--- src/rtl/lpf_decimator.sv ---
// Keeps one LPF sample every DECIM clocks and queues it in a small
// first-word-fall-through FIFO; a full FIFO drops kept samples and flags overflow.
module lpf_decimator #(
   parameter int WIDTH = 16,
   parameter int DECIM = 4,
   parameter int DEPTH = 4
) (
   input  logic                     clk_i,
   input  logic                     arst_n_i,
   input  logic [WIDTH-1:0]         data_i,
   input  logic                     ready_i,
   input  logic                     clr_ovf_i,
   output logic [WIDTH-1:0]         data_o,
   output logic                     valid_o,
   output logic                     ovf_o,
   output logic [$clog2(DEPTH):0]   level_o
);

   localparam int AW = $clog2(DEPTH);
   localparam int LW = AW + 1;
   localparam int PW = (DECIM > 1) ? $clog2(DECIM) : 1;

   logic [PW-1:0]    phase;
   logic [AW-1:0]    wr_ptr;
   logic [AW-1:0]    rd_ptr;
   logic [WIDTH-1:0] mem [DEPTH];
   logic             keep;
   logic             full;
   logic             pop;
   logic             push;
   logic             drop;

   assign keep    = (phase == '0);
   assign full    = (level_o == LW'(DEPTH));
   assign valid_o = (level_o != '0);
   assign pop     = valid_o & ready_i;
   // A pop on the same edge frees the slot, so a kept sample is never lost then.
   assign push    = keep & (~full | pop);
   assign drop    = keep & full & ~pop;
   assign data_o  = valid_o ? mem[rd_ptr] : '0;

   always_ff @(posedge clk_i or negedge arst_n_i) begin
      if (!arst_n_i)
         phase <= '0;
      else if (phase == PW'(DECIM - 1))
         phase <= '0;
      else
         phase <= phase + PW'(1);
   end

   always_ff @(posedge clk_i or negedge arst_n_i) begin
      if (!arst_n_i) begin
         wr_ptr  <= '0;
         rd_ptr  <= '0;
         level_o <= '0;
      end else begin
         if (push)
            wr_ptr <= wr_ptr + AW'(1);
         if (pop)
            rd_ptr <= rd_ptr + AW'(1);
         case ({push, pop})
            2'b10:   level_o <= level_o + LW'(1);
            2'b01:   level_o <= level_o - LW'(1);
            default: level_o <= level_o;
         endcase
      end
   end

   always_ff @(posedge clk_i) begin
      if (push)
         mem[wr_ptr] <= data_i;
   end

   // A drop on the same edge as a clear keeps the flag set.
   always_ff @(posedge clk_i or negedge arst_n_i) begin
      if (!arst_n_i)
         ovf_o <= 1'b0;
      else if (drop)
         ovf_o <= 1'b1;
      else if (clr_ovf_i)
         ovf_o <= 1'b0;
   end

endmodule

--- config.mk ---
export PLATFORM = sky130hd
export DESIGN_NAME = lpf_decimator
export DESIGN_NICKNAME = d
export VERILOG_FILES = /design/src/rtl/lpf_decimator.sv
export SDC_FILE = /design/constraint.sdc
export NUM_CORES = 1
export LEC_CHECK = 0
export CORE_UTILIZATION = 50
export DETAILED_ROUTE_END_ITERATION = 8
export PLACE_DENSITY = 0.74
export SYNTH_ARGS = -nofsm -noshare
export SYNTH_HDL_FRONTEND = slang
export SYNTH_SLANG_ARGS = --single-unit
--- constraint.sdc ---
create_clock -name clk_i -period 2.8 [get_ports clk_i]
set_input_delay 0.84 -clock clk_i [delete_from_list [all_inputs] [get_ports clk_i]]
set_output_delay 0.84 -clock clk_i [all_outputs]
set_load 0.05 [all_outputs]
-- After elaboration in Yosys (flattened, before gate mapping)
Memories as Yosys holds them, arrays and structs flattened.
Cells that the tools add are included.
- bitwise gates (word level): 7
- reduce and logical (&&, ||, !) cells: 4
- div/mod/pow operators: 0
- shifts and indexed selects: 0
- eq/ne operators: 4
- order comparisons: 0
- add/sub/neg operators: 5
- multiply operators: 0
- mux-type cells: 7
- operator list (kind ; number):
    $mux W16 ; 1
    $add A2 B1 Y2 const B ; 3
    $pmux W3 S2 ; 1
    $and A1 B1 Y1 ; 4
    $eq A2 B2 Y1 const B ; 2
    $mux W1 ; 4
    $reduce_bool A2 Y1 ; 2
    $add A3 B1 Y3 const B ; 1
    $eq A3 B3 Y1 const B ; 1
    $reduce_bool A3 Y1 ; 1
    $sub A3 B1 Y3 const B ; 1
    $eq A2 B1 Y1 const B ; 1
    $logic_not A2 Y1 ; 1
    $mux W2 ; 1
    $not A1 Y1 ; 2
    $or A1 B1 Y1 ; 1
- word-level logic and storage cells: 33
- memories: 1
- flip-flop bits (word level): 10
- bits of input ports: 20
- output and inout bits: 21
- ROM bits: 0
- bits in latches: 0
- bits in writable memories: 64
- memory list (memory ; depth ; bits a word ; rd ports ; clocked after Yosys merged registers in ; wr ports ; line ; source):
    mem ; 4 ; 16 ; 1 ; 0 ; 1 ; 26 ; logic [WIDTH-1:0] mem [DEPTH];

-- Depth between registers and ports, before layout
Gate-level depths: netlist of the first run.
- depth in word-level cells: 6
- depth in mapped cells: 8
- depth with buffers taken out: 7

-- Worst setup path before layout of the first run
No wires, ideal clock.
- kind: register to output
- start point: reg level_o[1]
- end point: out data_o[10]
- stages on the path, launching flop included: 5
- data required time: 1.960 ns
- buffers on the path: 2
- arrival: 1.807 ns
- setup slack: 0.153 ns
- cells stage by stage: dfrtp_1 > or3_1 > buf_2 > buf_2 > and2_1
- word-level cells in the longest chain between the ends: 2
- ends and longest elaborated chain (what ; line ; source):
    from (decl) ; 16 ; output logic [$clog2(DEPTH):0] level_o
    from (signal assigned) ; 62 ; 2'b10: level_o <= level_o + LW'(1);
    from (signal assigned) ; 63 ; 2'b01: level_o <= level_o - LW'(1);
    from (signal assigned) ; 64 ; default: level_o <= level_o;
    $reduce_bool A3 Y1 ; 35 ; assign valid_o = (level_o != '0);
    net valid_o ; 14 ; output logic valid_o,
    $mux W16 ; 40 ; assign data_o = valid_o ? mem[rd_ptr] : '0;
    to (decl) ; 13 ; output logic [WIDTH-1:0] data_o,
The timed path passes the listed nets, and every way through them passes these cells.

-- Final worst setup path of the first run
- start point: reg rd_ptr[0]
- end point: out data_o[6]
- word-level cells in the longest chain between the ends: 2
- ends and longest elaborated chain (what ; line ; source):
    from (decl) ; 25 ; logic [AW-1:0] rd_ptr;
    from (signal assigned) ; 60 ; rd_ptr <= rd_ptr + AW'(1);
    $mem_v2 Z4 W16 ; - ;
    $mux W16 ; 40 ;
Every way passes these cells.

==> key figures, run 1 <==
CTS
  • Clock transition at path regs: 0.07 ns
  • CTS root buffer: clkbuf_8
  • Clk_lat worst skew: 0.33 ns
  • Maximum buffer depth of the clock tree: 2
  • CTS Buf Count: 9
  • # H-tree levels: 3
  • CTS tree: built
  • Clk sink count: 74
  • Hold-fix buffers, CTS: 0

Global route
  • GRT Util Overall: 19.41%
  • Largest net degree at the start of global routing: 20
  • Number of global-route vias before repair: 1751
  • First-pass GRT wire length: 8680 um
  • Total grt overflow: 0
  • Initial antenna violation count: 0

Drt
  • Total Wirelength: 5499 um
  • Iteration-0 DRC Markers: 122
  • Post-route DRC: 0
  • Post-route ant nets: 0
  • Via count: 1609
  • Via-to-Cell Ratio: 5.381
  • Wire per inst: 18.39 um
  • Pre-Repair DR Iteration Count: 4

Critical path
  • Critical path required time: 1.96 ns
  • CP max-delay cell: mux4_1
  • Critical path cell sequence: buf_4, mux4_1, and2_1, buf_4
  • R2r startpoint: level_o[1]
  • Most frequent CP cell: buf_4
  • Critical path class: flip-flop to output port
  • Slowest Stage Delay on Critical Path: 0.57 ns
  • Crit path max fanout: 10
  • CP Launch Point: rd_ptr[0]
  • CP arrival: 1.84 ns
  • CP Launch Type: flip-flop
  • Crit. End Element: output port

Synth
  • Synth Area in Adders: 3.086%
  • Top cells by count, synth: edfxtp_1 (64), and2_1 (20), dfrtp_1 (10), mux4_1 (8), mux4_2 (8)
  • Syn nets: 190
  • Most area-hungry cell type in the Yosys netlist: edfxtp_1
  • Post-synth ARST share: 13.51%
  • Synth area leaders: edfxtp_1 (62%), dfrtp_1 (8.1%), mux4_1 (6.8%)
  • Post-synthesis xor/xnor area fraction: 1.421%
  • Yosys warning total: 0
  • Synth Area in Simple Gates: 7.227%
  • Unique cell type count in the Yosys netlist: 30
  • Main combinational cell family by area after synthesis: multiplexers
  • Synth Flop Type: edfxtp_1
  • Post-synthesis sequential area ratio: 70.48%
  • Yosys top cell area share: 62.36%
  • Post-Syn Instances: 163
  • Top-count cell post-synth: edfxtp_1
  • Average size of a mapped cell: 18.91 sq um
  • Post-synthesis mux area share: 13.03%
  • Synth Area in Compound Gates: 1.908%
  • Number of synthesized register bits: 74
  • EDFF count, synth: 64
  • Mapped Area: 0.003082 sq mm

Floorplanning
  • Total die area: 0.006481 sq mm
  • Std-Cell Rows: 28
  • Initial Util: 52.05%
  • Die height: 80.51 um
  • Core ar.: 0.005921 sq mm
  • Top-level I/O count: 41
  • Die width: 80.51 um

Power and ir drop
  • Switch share: 39.02%
  • Leak pwr: 0.001389 uW
  • Cell Pwr Density: 1230 mW/mm^2
  • Sequential power share: 35.2%
  • Clock group share of total power: 18.1%
  • Internal power: 2846 uW
  • Net Switching: 1821 uW
  • Tot Pwr: 4668 uW
  • Maximum vdd drop: 0.0008377 V
  • Comb power frac: 46.6%

STA
  • Hold Vio Cnt, Final: 0
  • Max-slew violation count: 0
  • Final period utilization: 95.86%
  • Final setup vio count: 0
  • Worst-Margin Slew: 0.4951 ns
  • RSZ-0062 raised after global routing: no
  • Clk_skew: 0.005700 ns
  • Worst slew margin: 66.89%
  • Fmax: 0.3726 GHz
  • Min Tclk post-route: 2.684 ns
  • Setup TNS: 0 ns

Placement
  • RD Place Congestion: 0.7057
  • Port Buf Inserts: 40
  • Post-Place Cells: 283
  • Area post-placement: 0.003582 sq mm
  • Detailed placement HPWL: 3816 um

Cells and area
  • Antenna cell count: 0
  • Core Util, Final: 64.10%
  • Finished layout cell area: 0.003795 sq mm
  • Layout cells sized above 1: 25.00%
  • Cell Count, Final, Fillers Out: 299
  • Final layout net count: 246
  • Synth-to-Final Area Change: 23.14%

Min path
  • Hold wc startpoint: phase[0]
  • Hold WC Path Type: flip-flop to flip-flop

Run status
  • Status: finished, final reports clean

Run
  • Max-cap violations: 0
cell families (layout without fill, tap and decap cells):
logic type | after synthesis | count (layout)
fa+ha+maj | 7 | 7
mux | 17 | 17
buf+inv | 15 | 76
simple gates | 37 | 37
compound gates | 8 | 8
flops | 74 | 74
xor+xnor | 5 | 5
power groups by stage:
stage	clock network, uW	registers (uW)	logic [uW]
2_1_floorplan	0	1700	1550
3_3_place_gp	0	1630	2130
3_5_place_dp	0	1670	2190
4_1_cts	872	1650	2200
5_1_grt	914	1680	2310
6_report	847	1640	2180
worst max-delay path: cells and delay by family, from the launching register on:
family | cells | cell delay (ns)
buf+inv | 2 | 0.40
flops | 1 | 0.35
mux | 1 | 0.57
simple gates | 1 | 0.19
area by class of cell:
cell class,instances,area (sq um)
clock buffer,9,123.9
inverter,7,26.28
sequential,74,2172
tap,75,93.84
clock inverter,7,83.83
timing repair buffer,53,467.9
multi-input combinational,74,827.0
fill,422,2126
flip-flops by register name (all words and copies together) (netlist names):
name,flops
phase,2
wr_ptr,2
level_o,3
mem,64
rd_ptr,2
ovf_o,1
path summary, 6_finish.rpt:
check / end / slack (ns) / cells after the start
max in group asynchronous: phase[1] / 1.64 / 1
min in group asynchronous: rd_ptr[0] / 0.84 / 1
max reg2reg: level_o[1] / 0.53 / 7
max: data_o[6] / 0.12 / 4
min reg2reg: phase[0] / 0.47 / 1
min: phase[0] / 0.47 / 1
timing repair:
item                                    in CTS  in global routing
buffers inserted                             0                  0
endpoints found under the setup margin      16                  0
gates resized for setup                      1                  0
metal layers:
metal	share of wire [%]	GRT usage (%)	vias to the layer above
met3	3.7	3.864	6
met4	1.0	9.286	0
li1	-	-	740
met1	39	22.50	816
met5	0	0	-
met2	56	34.24	47
placed cells by master (no fill, tap or decap), types with 2 or more instances in the layout:
| cell type | instances |
|---|---|
| clkbuf_8 | 9 |
| and2_1 | 20 |
| clkinv_1 | 3 |
| o211ai_1 | 2 |
| nand2_1 | 2 |
| nor2_1 | 4 |
| xnor2_1 | 3 |
| mux4_2 | 8 |
| o21ai_0 | 2 |
| ha_1 | 6 |
| xor2_1 | 2 |
| edfxtp_1 | 64 |
| mux4_1 | 8 |
| nand3_1 | 3 |
| clkdlybuf4s50_1 | 23 |
| inv_1 | 7 |
| bufinv_16 | 2 |
| dfrtp_1 | 10 |
| buf_4 | 29 |
per-stage QoR:
| step | hold slack, ns | worst slack (ns) |
|---|---|---|
| after detailed placement | 0.4597 | 0.01851 |
| after CTS | 0.4683 | 0.09974 |
| after floorplan | 0.4279 | 0.1527 |
| after global placement | 0.4375 | 0.09417 |
| after global routing | 0.4891 | 0.04241 |
| final | 0.4691 | 0.1158 |
Note: power is estimated with default switching activity, not from simulation.
==> inputs of run 2 (changes only) <==
--- a/config.mk
+++ b/config.mk
@@ -5,9 +5,11 @@
 export SDC_FILE = /design/constraint.sdc
 export NUM_CORES = 1
 export LEC_CHECK = 0
-export CORE_UTILIZATION = 50
+export CELL_PAD_IN_SITES_DETAIL_PLACEMENT = 2
+export CELL_PAD_IN_SITES_GLOBAL_PLACEMENT = 2
+export CORE_UTILIZATION = 41
 export DETAILED_ROUTE_END_ITERATION = 8
-export PLACE_DENSITY = 0.74
+export PLACE_DENSITY_LB_ADDON = 0.1
 export SYNTH_ARGS = -nofsm -noshare
 export SYNTH_HDL_FRONTEND = slang
 export SYNTH_SLANG_ARGS = --single-unit
==> run 2 against run 1 <==
Net effect: routed wire length increased by 22%; power up 2.6%; cell count grew 7.0%; global-route usage barely moved; non-clock buffer count fell by 3; largest cell class unchanged; highest routed layer unchanged.
==> key figures, run 2 (same netlist as run 1, synthesis figures left out) <==
Global route
  • Number of global-route vias before repair: 1846
  • GRT Util Overall: 19.40%
  • Largest net degree at the start of global routing: 19
  • First-pass GRT wire length: 10320 um
  • Initial antenna violation count: 0
  • Total grt overflow: 0

STA
  • Hold Vio Cnt, Final: 0
  • Worst-Margin Slew: 0.4967 ns
  • RSZ-0062 raised after global routing: no
  • Max-slew violation count: 0
  • Fmax: 0.3692 GHz
  • Setup TNS: 0 ns
  • Clk_skew: 0.008876 ns
  • Min Tclk post-route: 2.709 ns
  • Worst slew margin: 66.78%
  • Final period utilization: 96.74%
  • Final setup vio count: 0

Run status
  • Status: finished, final reports clean

CTS
  • Maximum buffer depth of the clock tree: 2
  • Clock transition at path regs: 0.08 ns
  • CTS root buffer: clkbuf_8
  • # H-tree levels: 3
  • Number of post-CTS setup repair buffers: 0
  • PostCTS Resize Cnt: 1
  • Clk_lat worst skew: 0.34 ns
  • Hold-fix buffers, CTS: 0
  • CTS tree: built
  • CTS Buf Count: 9
  • Clk sink count: 74

Power and ir drop
  • Maximum vdd drop: 0.0005410 V
  • Cell Pwr Density: 1242 mW/mm^2
  • Leak pwr: 0.001386 uW

Cells and area
  • Top reg by flops: mem
  • Most common cell after layout, fill and taps aside: edfxtp_1
  • Final layout net count: 243
  • Multi-input logic area: 822.0 sq um
  • Most frequent cells in the layout: edfxtp_1 (64), clkdlybuf4s50_1 (23), buf_4 (22)
  • Layout cells sized above 1: 24.89%
  • Antenna cell count: 0
  • Max reg flops: 64
  • Register area: 0.002172 sq mm
  • Synth-to-Final Area Change: 25.17%
  • Largest regs: mem (64), level_o (3)
  • Finished layout cell area: 0.003857 sq mm
  • Fill count: 656

Placement
  • RD Place Congestion: 0.6996
  • Port Buf Inserts: 40
  • Area post-placement: 0.003627 sq mm
  • Detailed placement HPWL: 4236 um

Run
  • Max-cap violations: 0

Drt
  • Total Wirelength: 6732 um
  • Post-route DRC: 0
  • Iteration-0 DRC Markers: 72
  • Wire per inst: 21.04 um
  • Via-to-Cell Ratio: 5.047
  • Post-route ant nets: 0
  • Pre-Repair DR Iteration Count: 4
  • Via count: 1615

Critical path
  • CP arrival: 1.87 ns
  • Slowest Stage Delay on Critical Path: 0.58 ns
  • Critical path required time: 1.96 ns
  • Critical path cell sequence: buf_12, mux4_1, and2_1, buf_4
  • CP Launch Type: flip-flop
  • CP max-delay cell: mux4_1
  • Critical path class: flip-flop to output port
  • Crit path max fanout: 12
  • Crit. End Element: output port

Floorplanning
  • Std-Cell Rows: 31
  • Top-level I/O count: 41
  • Die height: 88.70 um
  • Die width: 88.70 um
  • Initial Util: 42.49%
  • Total die area: 0.007867 sq mm
  • Core ar.: 0.007253 sq mm

Min path
  • Hold WC Path Type: flip-flop to flip-flop
## run 2: changes by cell type in the layout (fill, tap and decap cells not counted), sizes merged
cell / before / now
buf: 30 / 27
clkinv: 4 / 3
clkinvlp: 1 / 2
## run 2: critical path: cells and delay by family, from the launching register on
kind	cells	cell delay, ns
flops	1	0.41
mux	1	0.58
buf+inv	2	0.36
simple gates	1	0.18
## run 2: stage by stage
stage | std cells | total power (uW) | hold slack [ns] | worst slack (ns) | util [%]
after global routing | 320 | 5032 | 0.4913 | 0.01398 | 53.18
after detailed placement | 304 | 3896 | 0.4608 | 0.04133 | 50.01
after global placement | 304 | 3789 | 0.4395 | 0.1147 | 50.01
after floorplan | 163 | 3244 | 0.4279 | 0.1527 | -
final | 320 | 4789 | 0.4779 | 0.09130 | 53.18
after CTS | 320 | 4838 | 0.4794 | 0.03566 | 53.06
## run 2: path summary, 6_finish.rpt
check / startpoint / end / slack, ns / cells after the start
max: rd_ptr[0] / data_o[5] / 0.09 / 4
min: phase[0] / phase[0] / 0.48 / 1
max reg2reg: phase[0] / level_o[1] / 0.63 / 7
min reg2reg: phase[0] / phase[0] / 0.48 / 1
max in group asynchronous: arst_n_i / wr_ptr[1] / 1.65 / 1
min in group asynchronous: arst_n_i / level_o[2] / 0.82 / 1
## run 2: layout make-up
class                      count  area share (%)
sequential                    74           56.31
inverter                       7          0.6812
multi-input combinational     74           21.31
clock inverter                 7           2.433
timing repair buffer          50           12.84
tap                           99           3.211
clock buffer                   9           3.211
## run 2: layer usage
layer	wire length, um	global-route usage [%]	vias to the layer above
met5	0	0	-
met4	95	8.065	0
met3	212	5.037	8
met2	3619	34.27	32
met1	2804	22.41	843
li1	-	-	732
## run 2: power breakdown
part / internal, uW / switching (uW)
Clock: 500 / 409
Sequential: 1510 / 176
Combinational: 868 / 1330
Total: 2880 / 1910
